$ cat src/rtl/reset_mixer.sv
// Reset conditioning for the p1v core: synchronises the push button and the Prop Plug line,
// debounces the button, stretches every reset and records the source of the most recent reset.
module reset_mixer #(
    parameter int SYNC_STAGES     = 2,
    parameter int DEBOUNCE_CYCLES = 1_600_000,
    parameter int STRETCH_CYCLES  = 8_000_000
) (
    input  logic       clock_160,
    input  logic       res,
    input  logic       key_n,
    input  logic       pin_resn,
    output logic       inp_resn,
    output logic [1:0] res_cause
);

    localparam int DB_W = $clog2(DEBOUNCE_CYCLES + 1);
    localparam int ST_W = $clog2(STRETCH_CYCLES + 1);
    localparam logic [DB_W-1:0] DB_LAST = DB_W'(DEBOUNCE_CYCLES - 1);
    localparam logic [ST_W-1:0] ST_LAST = ST_W'(STRETCH_CYCLES - 1);

    localparam logic [1:0] HOLD    = 2'b00;
    localparam logic [1:0] STRETCH = 2'b01;
    localparam logic [1:0] RUN     = 2'b10;

    logic [SYNC_STAGES-1:0] key_sync;
    logic [SYNC_STAGES-1:0] plug_sync;
    logic                   key_s;
    logic                   plug_s;
    logic                   btn_stable;
    logic [DB_W-1:0]        db_cnt;
    logic [ST_W-1:0]        st_cnt;
    logic [1:0]             state;
    logic                   src_btn;
    logic                   src_plug;
    logic                   any_src;

    // NOTE: non-blocking assignments let every stage sample its predecessor's old value,
    // so the chain shifts by one flop per edge regardless of statement order.
    always_ff @(posedge clock_160 or posedge res) begin
        if (res) begin
            key_sync  <= '1;
            plug_sync <= '1;
        end else begin
            key_sync  <= {key_sync[SYNC_STAGES-2:0], key_n};
            plug_sync <= {plug_sync[SYNC_STAGES-2:0], pin_resn};
        end
    end

    assign key_s  = key_sync[SYNC_STAGES-1];
    assign plug_s = plug_sync[SYNC_STAGES-1];

    // A new button level is accepted only after DEBOUNCE_CYCLES consecutive mismatching cycles.
    always_ff @(posedge clock_160 or posedge res) begin
        if (res) begin
            btn_stable <= 1'b1;
            db_cnt     <= '0;
        end else if (key_s == btn_stable) begin
            db_cnt <= '0;
        end else if (db_cnt == DB_LAST) begin
            btn_stable <= key_s;
            db_cnt     <= '0;
        end else begin
            db_cnt <= db_cnt + DB_W'(1);
        end
    end

    assign src_btn  = ~btn_stable;
    assign src_plug = ~plug_s;
    assign any_src  = src_btn | src_plug;

    // inp_resn is its own flop, set on the edge that enters RUN and cleared on the edge that leaves it.
    always_ff @(posedge clock_160 or posedge res) begin
        if (res) begin
            state     <= HOLD;
            st_cnt    <= '0;
            inp_resn  <= 1'b0;
            res_cause <= 2'b00;
        end else begin
            case (state)
                HOLD: begin
                    if (!any_src) begin
                        state  <= STRETCH;
                        st_cnt <= '0;
                    end
                end
                STRETCH: begin
                    if (any_src) begin
                        state     <= HOLD;
                        res_cause <= {src_plug, src_btn};
                    end else if (st_cnt == ST_LAST) begin
                        state    <= RUN;
                        inp_resn <= 1'b1;
                    end else begin
                        st_cnt <= st_cnt + ST_W'(1);
                    end
                end
                RUN: begin
                    if (any_src) begin
                        state     <= HOLD;
                        inp_resn  <= 1'b0;
                        res_cause <= {src_plug, src_btn};
                    end
                end
                default: begin
                    state    <= HOLD;
                    inp_resn <= 1'b0;
                end
            endcase
        end
    end

endmodule

$ cat config.mk
export PLATFORM = sky130hd
export DESIGN_NAME = reset_mixer
export DESIGN_NICKNAME = d
export VERILOG_FILES = /design/src/rtl/reset_mixer.sv
export SDC_FILE = /design/constraint.sdc
export NUM_CORES = 1
export LEC_CHECK = 0
export BUFFER_PORTS_ARGS = -buffer_cell sky130_fd_sc_hd__buf_2
export CORE_MARGIN = 8
export CORE_UTILIZATION = 45
export DETAILED_ROUTE_END_ITERATION = 10
export PLACE_DENSITY = 0.7
export RECOVER_POWER = 50
export SYNTH_ARGS = -nofsm -noshare
export SYNTH_HDL_FRONTEND = slang
export SYNTH_SLANG_ARGS = --single-unit
$ cat constraint.sdc
create_clock -name clock_160 -period 2.2 [get_ports clock_160]
set_input_delay 0 -clock clock_160 [delete_from_list [all_inputs] [get_ports clock_160]]
set_output_delay 0 -clock clock_160 [all_outputs]
set_load 0.1 [all_outputs]
### Yosys cells after proc, flatten, opt, wreduce, memory -nomap -nowiden

Index checks and enable logic that the tools add are counted.

* flip-flop bits (word level): 54
* logic and storage cells: 49
* bits of input ports: 4

* reduce and logical (&&, ||, !) cells: 8
* bitwise logic cells: 5
* add/sub/neg operators: 2
* equal/unequal tests: 11
* multiplexer cells: 15

Operator list (number)
* $mux 23: 3
* $pmux 23 s2: 1
* $mux 21: 2
* $add 23x1->23 const B: 1
* $eq 23x23->1 const B: 1
* $add 21x1->21 const B: 1
* $eq 21x21->1 const B: 1
* $ne 2x2->1 const B: 5
* $mux 2: 4
* $reduce_and 4->1: 2
* $pmux 2 s3: 1
* $not 1->1: 4
* $reduce_and 2->1: 2
* $mux 1: 3
* $ne 3x3->1 const B: 1
* $pmux 1 s3: 1
* $reduce_and 3->1: 1
* $eq 2x1->1 const B: 1
* $eq 2x2->1 const B: 1
* $logic_not 2->1: 1
* $reduce_bool 2->1: 1
* $reduce_or 2->1: 1
* $eq 1x1->1: 1
* $or 1x1->1: 1

### Longest topological paths before layout

Gate-level depths: netlist of the first run.

* depth in word-level cells: 4
* gate-level depth with buffers: 8

### Least setup slack after synthesis of the first run

No wires, ideal clock.

* path type: flip-flop to flip-flop
* start point: reg state[1]
* end point: reg st_cnt[19]
* setup time: 0.077 ns
* required time: 2.123 ns
* arrival: 1.729 ns
* setup slack: 0.394 ns
* clock period less this slack: 1.806 ns
* cell stages (with the launch flop): 7
* cells stage by stage: dfrtp_1 > inv_1 > ha_1 > and3_1 > nand4_1 > or4_1 > a21oi_1

* cells in the longest elaborated chain, start to end: 3
* elaborated cells on any way between the ends: 8

Ends and longest elaborated chain
* start: declaration: RTL line 32 `logic [1:0] state;`
* start signal: assignment: RTL line 74 `state <= HOLD;`
* start signal: assignment: RTL line 82 `state <= STRETCH;`
* start signal: assignment: RTL line 88 `state <= HOLD;`
* $eq 2x1->1 / $logic_not 2->1 (equally long branches): RTL line 79 `case (state)`
* $ne 2x2->1 (no line) / $reduce_bool 2->1 (equally long branches)
* $reduce_and 4->1 (no line)
* end signal: assignment: RTL line 94 `st_cnt <= st_cnt + ST_W'(1);`
* end: declaration: RTL line 31 `logic [ST_W-1:0] st_cnt;`

Several ways; a longest one is shown, not always the timed one.
A chain may end at the register's enable or synchronous reset.

### Worst setup path in the final report of the first run

* start point: reg st_cnt[0]
* end point: reg st_cnt[19]

* cells in the longest elaborated chain, start to end: 4
* elaborated cells on any way between the ends: 7

Ends and longest elaborated chain
* $add 23x1->23: RTL line 94
* $mux 23: RTL line 90 `end else if (st_cnt == ST_LAST) begin`
* $mux 23: RTL line 87 `if (any_src) begin`
* $pmux 23 s2: RTL line 79

Several ways; a longest one is shown, not always the timed one. The select of a mux whose other input is x is not followed.

==> flow_summary.toml, run 1 <==
[run_status]
status = "completed"

[timing]
hold_slack_ns = 0.329
maxSlewViolCount = 0
slew-limit-headroom_pct = 41.7
finalWorstSetupSlack_ns = 0.238
worstMarginPinSlew_ns = 0.873
min_period_over_period_pct = 89.2
max_freq_ghz = 0.510
clock_skew_ns = 0.0129
hold_viol = 0
setup_viol = 0
rsz0062_at_grt = "false"
tns_ns = 0
post-route-min-period_ns = 1.96

[global_routing]
antenna_found_initial = 0
overflow = 0
grt_max_degree = 25
grt.total_usage_pct = 12.2
grt_pass1_vias = 1925
grt_first_pass_wirelength_mm = 8.83

[pwr]
finalPower_mw = 1.72
ir_drop_mv = 0.502
pwr-share-clk_pct = 38.8
leakage_nw = 1.36
pwr_density_cell_mw_per_mm2 = 567
internal_power_mw = 1.36
p_comb_share_pct = 2.6
p_seq_share_pct = 58.6
p_switching_mw = 0.366
swShare_pct = 21.2

[floorplanning]
die-area_mm2 = 0.00893
die_h_um = 94.5
die_w_um = 94.5
pin_count = 7
initial_core_util_pct = 46.6
core_mm2 = 0.00596
fp-row-count = 28

[clock_network]
insertion_delay_ns = 0.31
cts_inserted_buffers = 5
cts_buffer_depth = 2
clk_pin_slew_ns = 0.10
cts_tree = "yes"
cts-root-buf = "clkbuf_8"
clock_sinks = 54
htreeDepth = 2

[worst_setup_path]
ff2ff_setup_slack_ns = 0.24
arrival_ns = 2.21
r2r-end = "st_cnt[19]"
path_class = "reg -> reg"
required_ns = 2.45
start_kind = "register"
rr_worst_depth = 6
rr_startpoint = "st_cnt[0]"
crit_path_max_fanout = 16
cp-end-kind = "register"

[route]
drtAntennaViolNets = 0
wl_per_cell_um = 13.6
viasPerCell = 5.48
vias = 2021
wl_mm = 5.01
drc = 0
firstDrtPassIters = 4
drt_iter0_drc = 76

[synth]
syn-instance-count = 277
yosys.area_share.simple_pct = 27.5
synth_compound_area_share_pct = 6.13
ys.flop_type = "dfrtp_1"
synth_adder_area_share_pct = 2.26
muxShareOfSynthArea_pct = 6.18
synthXorXnorAreaFrac_pct = 6.31
synth_warnings = 0
synth_area_mm2 = 0.00277
synth-async-reset-ratio_pct = 100
ys_types = 50
synth_seq_area_share_pct = 48.9
syn_nets = 286
synth-seq-cells = 54
synth-edff-count = 0
synth_top_family_by_area = "simple AND/OR/NAND/NOR gates"
avgSynthCellArea_um2 = 10.0

[finish]
multi_input_area_mm2 = 0.00135
nFillCells = 541
drive_above_1_share_pct = 12.6
design_area_mm2 = 0.00304
area_growth_pct = 9.70
nets = 302
ff_latch_area_mm2 = 0.00136
num_antenna_cells = 0

[min_path]
whs_path_depth = 2
min_to = "key_sync[0]"
hold_path.class = "in -> reg"
min-delay-start = "key_n"

[placement]
gp_congestion = 0.754
dp_hpwl_mm = 3.60
pre_cts_ws_ns = 0.165
placed_cell_area_mm2 = 0.00290
port_buffers = 6

[job]
max-cap-violations = 0
## kinds of logic after synthesis
family	after synthesis
adders and majority gates	5
xor gates and xnor gates	20
buffers and inverters	15
AOI/OAI and AO/OA	25
muxes	17
DFF	54
and+or+nand+nor	141
## metrics by stage
step	instances	util, %
floorplan	277	-
global placement	357	48.6
detailed placement	357	48.6
CTS	368	51.0
global route	369	51.1
finish	369	51.1
## layout make-up
cell class | count | share of cell area [%]
inverter | 9 | 1.11
multi-input combinational | 208 | 44.2
timing repair buffer | 15 | 3.25
clock inverter | 3 | 1.44
sequential | 54 | 44.6
clock buffer | 5 | 2.26
tap | 75 | 3.08
## routing by layer
layer | GRT usage (%) | vias up | part of all wire (%)
met5 | 0 | - | 0
met4 | 3.51 | 0 | 1.1
met3 | 2.86 | 6 | 3.1
met2 | 18.9 | 26 | 46
met1 | 16.4 | 978 | 50
li1 | - | 1011 | -
## cell usage after synthesis (2+ instances only)
master	number	area, um^2
nand2_1	37	139
o21ai_0	2	10.0
xnor2_1	8	70.1
nor2_1	31	116
nand3_1	19	95.1
nand4_1	9	56.3
ha_1	5	62.6
xor2_1	12	105
dfrtp_1	49	1230
and3_1	9	56.3
nor3_1	6	30.0
nor4_1	3	18.8
a21oi_1	8	40.0
dfstp_2	5	131
or4_1	3	22.5
nor4_2	2	25.0
a211oi_2	2	25.0
o21a_1	2	15.0
and2_1	2	12.5
inv_1	9	33.8
mux2i_1	16	160
buf_2	2	10.0
o21ai_1	4	20.0
nor3b_1	2	15.0
nand2b_1	2	12.5
o31ai_1	2	15.0
or3_1	2	12.5
buf_4	2	15.0
## worst max path at each step
stage                             to  cells after the start      start  slack (ns)
after floorplan           st_cnt[19]                      6   state[1]        0.39
after global routing      st_cnt[19]                      7   state[1]        0.04
after detailed placement  st_cnt[21]                      7   state[1]        0.17
after global placement    st_cnt[21]                      7   state[1]        0.24
after CTS                 st_cnt[21]                      7   state[1]        0.16
final                     st_cnt[19]                      6  st_cnt[0]        0.24
## cell usage in the layout (no fill, tap or decap), drive strengths merged, types with 2 or more instances in the layout
cell	count
a211oi	2
a21oi	8
and2	2
and3	9
and4	3
buf	10
clkbuf	7
dfrtp	49
dfstp	5
dlygate4sd3	3
ha	5
inv	10
mux2i	16
nand2	37
nand2b	2
nand3	20
nand4	10
nor2	31
nor3	6
nor3b	2
nor4	6
o21a	2
o21ai	6
o31ai	2
or2	2
or3	2
or4	3
xnor2	8
xor2	12
## registers in the layout, indices dropped and copies added, names as in the netlist
register    flops
st_cnt         23
db_cnt         21
key_sync        2
plug_sync       2
res_cause       2
state           2
btn_stable      1
inp_resn        1
## power groups by stage
| stage | registers, mW | clock network (mW) | logic (mW) |
|---|---|---|---|
| 2_1_floorplan | 1.03 | 0 | 0.0303 |
| 3_3_place_gp | 1.03 | 0 | 0.0440 |
| 3_5_place_dp | 1.03 | 0 | 0.0448 |
| 4_1_cts | 1.01 | 0.692 | 0.0489 |
| 6_report | 1.01 | 0.669 | 0.0449 |
| 5_1_grt | 1.01 | 0.720 | 0.0532 |
## worst max-delay path, cell delays in order, from the launching register on
cell and delay [ns]:
dfrtp_1 0.43, ha_1 0.27, and4_4 0.21, and2_1 0.14, buf_4 0.18, or4_1 0.51
a21oi_1 0.15
## timing repair
action | 4_1_cts | 5_1_grt
buffers inserted | 0 | 1
gates resized for setup | 0 | 1
setup endpoints to repair | 0 | 6
hold buffers | 3 | 0
hold endpoints to repair | 24 | 0
No activity file was read; power rests on OpenSTA's default activity.
==> inputs of run 2 (changes only) <==
--- a/config.mk
+++ b/config.mk
@@ -7,9 +7,10 @@
 export LEC_CHECK = 0
 export BUFFER_PORTS_ARGS = -buffer_cell sky130_fd_sc_hd__buf_2
 export CORE_MARGIN = 8
-export CORE_UTILIZATION = 45
+export CORE_UTILIZATION = 40
 export DETAILED_ROUTE_END_ITERATION = 10
-export PLACE_DENSITY = 0.7
+export MAX_ROUTING_LAYER = met4
+export PLACE_DENSITY = 0.64
 export RECOVER_POWER = 50
 export SYNTH_ARGS = -nofsm -noshare
 export SYNTH_HDL_FRONTEND = slang
==> flow_summary.toml, run 2 (synthesized netlist as in run 1, its figures left out) <==
[run_status]
status = "completed"

[floorplanning]
die_w_um = 99.3
die_h_um = 99.3
pin_count = 7
die-area_mm2 = 0.00986
fp-row-count = 30
initial_core_util_pct = 41.1
core_mm2 = 0.00676

[pwr]
pwr_density_cell_mw_per_mm2 = 536
ir_drop_mv = 0.371
leakage_nw = 1.35
finalPower_mw = 1.63

[timing]
maxSlewViolCount = 0
tns_ns = 0
worstMarginPinSlew_ns = 1.32
min_period_over_period_pct = 91.4
rsz0062_at_grt = "false"
hold_viol = 0
slew-limit-headroom_pct = 12.2
clock_skew_ns = 0.00748
setup_viol = 0
max_freq_ghz = 0.497
post-route-min-period_ns = 2.01

[global_routing]
grt_max_degree = 55
antenna_found_initial = 0
grt.total_usage_pct = 11.5
grt_first_pass_wirelength_mm = 9.12
grt_pass1_vias = 2020
overflow = 0

[finish]
drive_above_1_share_pct = 12.9
largest-register = "st_cnt"
largest_reg_flops = 23
num_antenna_cells = 0
nets = 302
area_growth_pct = 9.43
nFillCells = 635
reg_top3 = "st_cnt (23), db_cnt (21)"
final_cell_mix = "49 x dfrtp_1, 37 x nand2_1, 31 x nor2_1"
final_common_cell = "dfrtp_1"

[worst_setup_path]
rr_startpoint = "state[1]"
arrival_ns = 2.25
rr_worst_depth = 6
required_ns = 2.44
crit_path_max_fanout = 5
ff2ff_setup_slack_ns = 0.19
cp-end-kind = "register"
start_kind = "register"
r2r-end = "st_cnt[19]"
worstSetupEndpoint = "st_cnt[19]"
worstSetupStartpoint = "state[1]"
path_class = "reg -> reg"

[route]
viasPerCell = 5.31
wl_per_cell_um = 13.5
vias = 1985
firstDrtPassIters = 4
drc = 0
drtAntennaViolNets = 0
drt_iter0_drc = 77
wl_mm = 5.07

[clock_network]
clock_sinks = 54
clk_pin_slew_ns = 0.10
cts_tree = "yes"
post_cts_buffers = 0
cts_inserted_buffers = 5
cts-root-buf = "clkbuf_8"
htreeDepth = 2
insertion_delay_ns = 0.30
cts_buffer_depth = 2

[min_path]
whs_path_depth = 2
hold_path.class = "in -> reg"

[placement]
port_buffers = 6
gp_congestion = 0.803
dp_hpwl_mm = 3.54

[job]
max-cap-violations = 0
[run 2: cell count changes in the layout (fill, tap and decap cells not counted), sizes merged]
cell / change
bufinv: -1
buf: +1
clkinvlp: +1
inv: -1
[run 2: where the power goes]
part / internal [mW] / switching (mW) / leakage, nW / total, mW
Combinational: 0.0130 / 0.0313 / 0.570 / 0.0443
Clock: 0.254 / 0.320 / 0.0472 / 0.574
Sequential: 1.00 / 0.00689 / 0.735 / 1.01
[run 2: through the flow]
| step | instances | worst slack [ns] | instance area (um^2) | hold WS (ns) | util [%] |
|---|---|---|---|---|---|
| 6_report | 374 | 0.188 | 3040 | 0.334 | 44.9 |
| 3_5_place_dp | 363 | 0.182 | 2910 | 0.107 | 43.1 |
| 5_1_grt | 374 | 0.00675 | 3040 | 0.351 | 44.9 |
| 2_1_floorplan | 277 | 0.394 | 2770 | 0.00448 | - |
| 3_3_place_gp | 363 | 0.256 | 2910 | 0.106 | 43.1 |
| 4_1_cts | 374 | 0.176 | 3030 | 0.329 | 44.9 |
[run 2: layer usage]
metal,part of all wire (%),wire (um),up-vias,track usage (%)
met2,49,2470,19,19.2
met5,0,0,-,-
met4,1.1,56,0,4.19
li1,-,-,1014,-
met3,2.1,107,6,2.51
met1,48,2440,946,13.4
[run 2: worst min path at each step]
stage	start	to	slack (ns)
after floorplan	key_n	key_sync[0]	0.004
after global placement	key_n	key_sync[0]	0.11
after detailed placement	key_n	key_sync[0]	0.11
after CTS	pin_resn	plug_sync[0]	0.33
after global routing	key_n	key_sync[0]	0.35
final	key_n	key_sync[0]	0.33
[run 2: repair_timing]
item                                   CTS  global route
gates resized for setup                  0             1
hold buffers                             3             0
setup endpoints to repair                0             1
endpoints found under the hold margin   51             0
[run 2: final cells by class]
| type | instances | area (um^2) | area share [%] |
|---|---|---|---|
| sequential | 54 | 1360 | 44.7 |
| multi-input combinational | 208 | 1350 | 44.4 |
| timing repair buffer | 15 | 103 | 3.38 |
| tap | 80 | 100 | 3.30 |
| clock buffer | 6 | 82.6 | 2.72 |
| inverter | 9 | 33.8 | 1.11 |
| clock inverter | 2 | 12.5 | 0.412 |
[run 2: worst max-delay path, stage by stage, from the launching register on]
cell and delay (ns):
dfrtp_1 0.41, inv_1 0.11, ha_1 0.23, and3_1 0.25, nand4_1 0.26, or4_1 0.54, a21oi_1 0.15
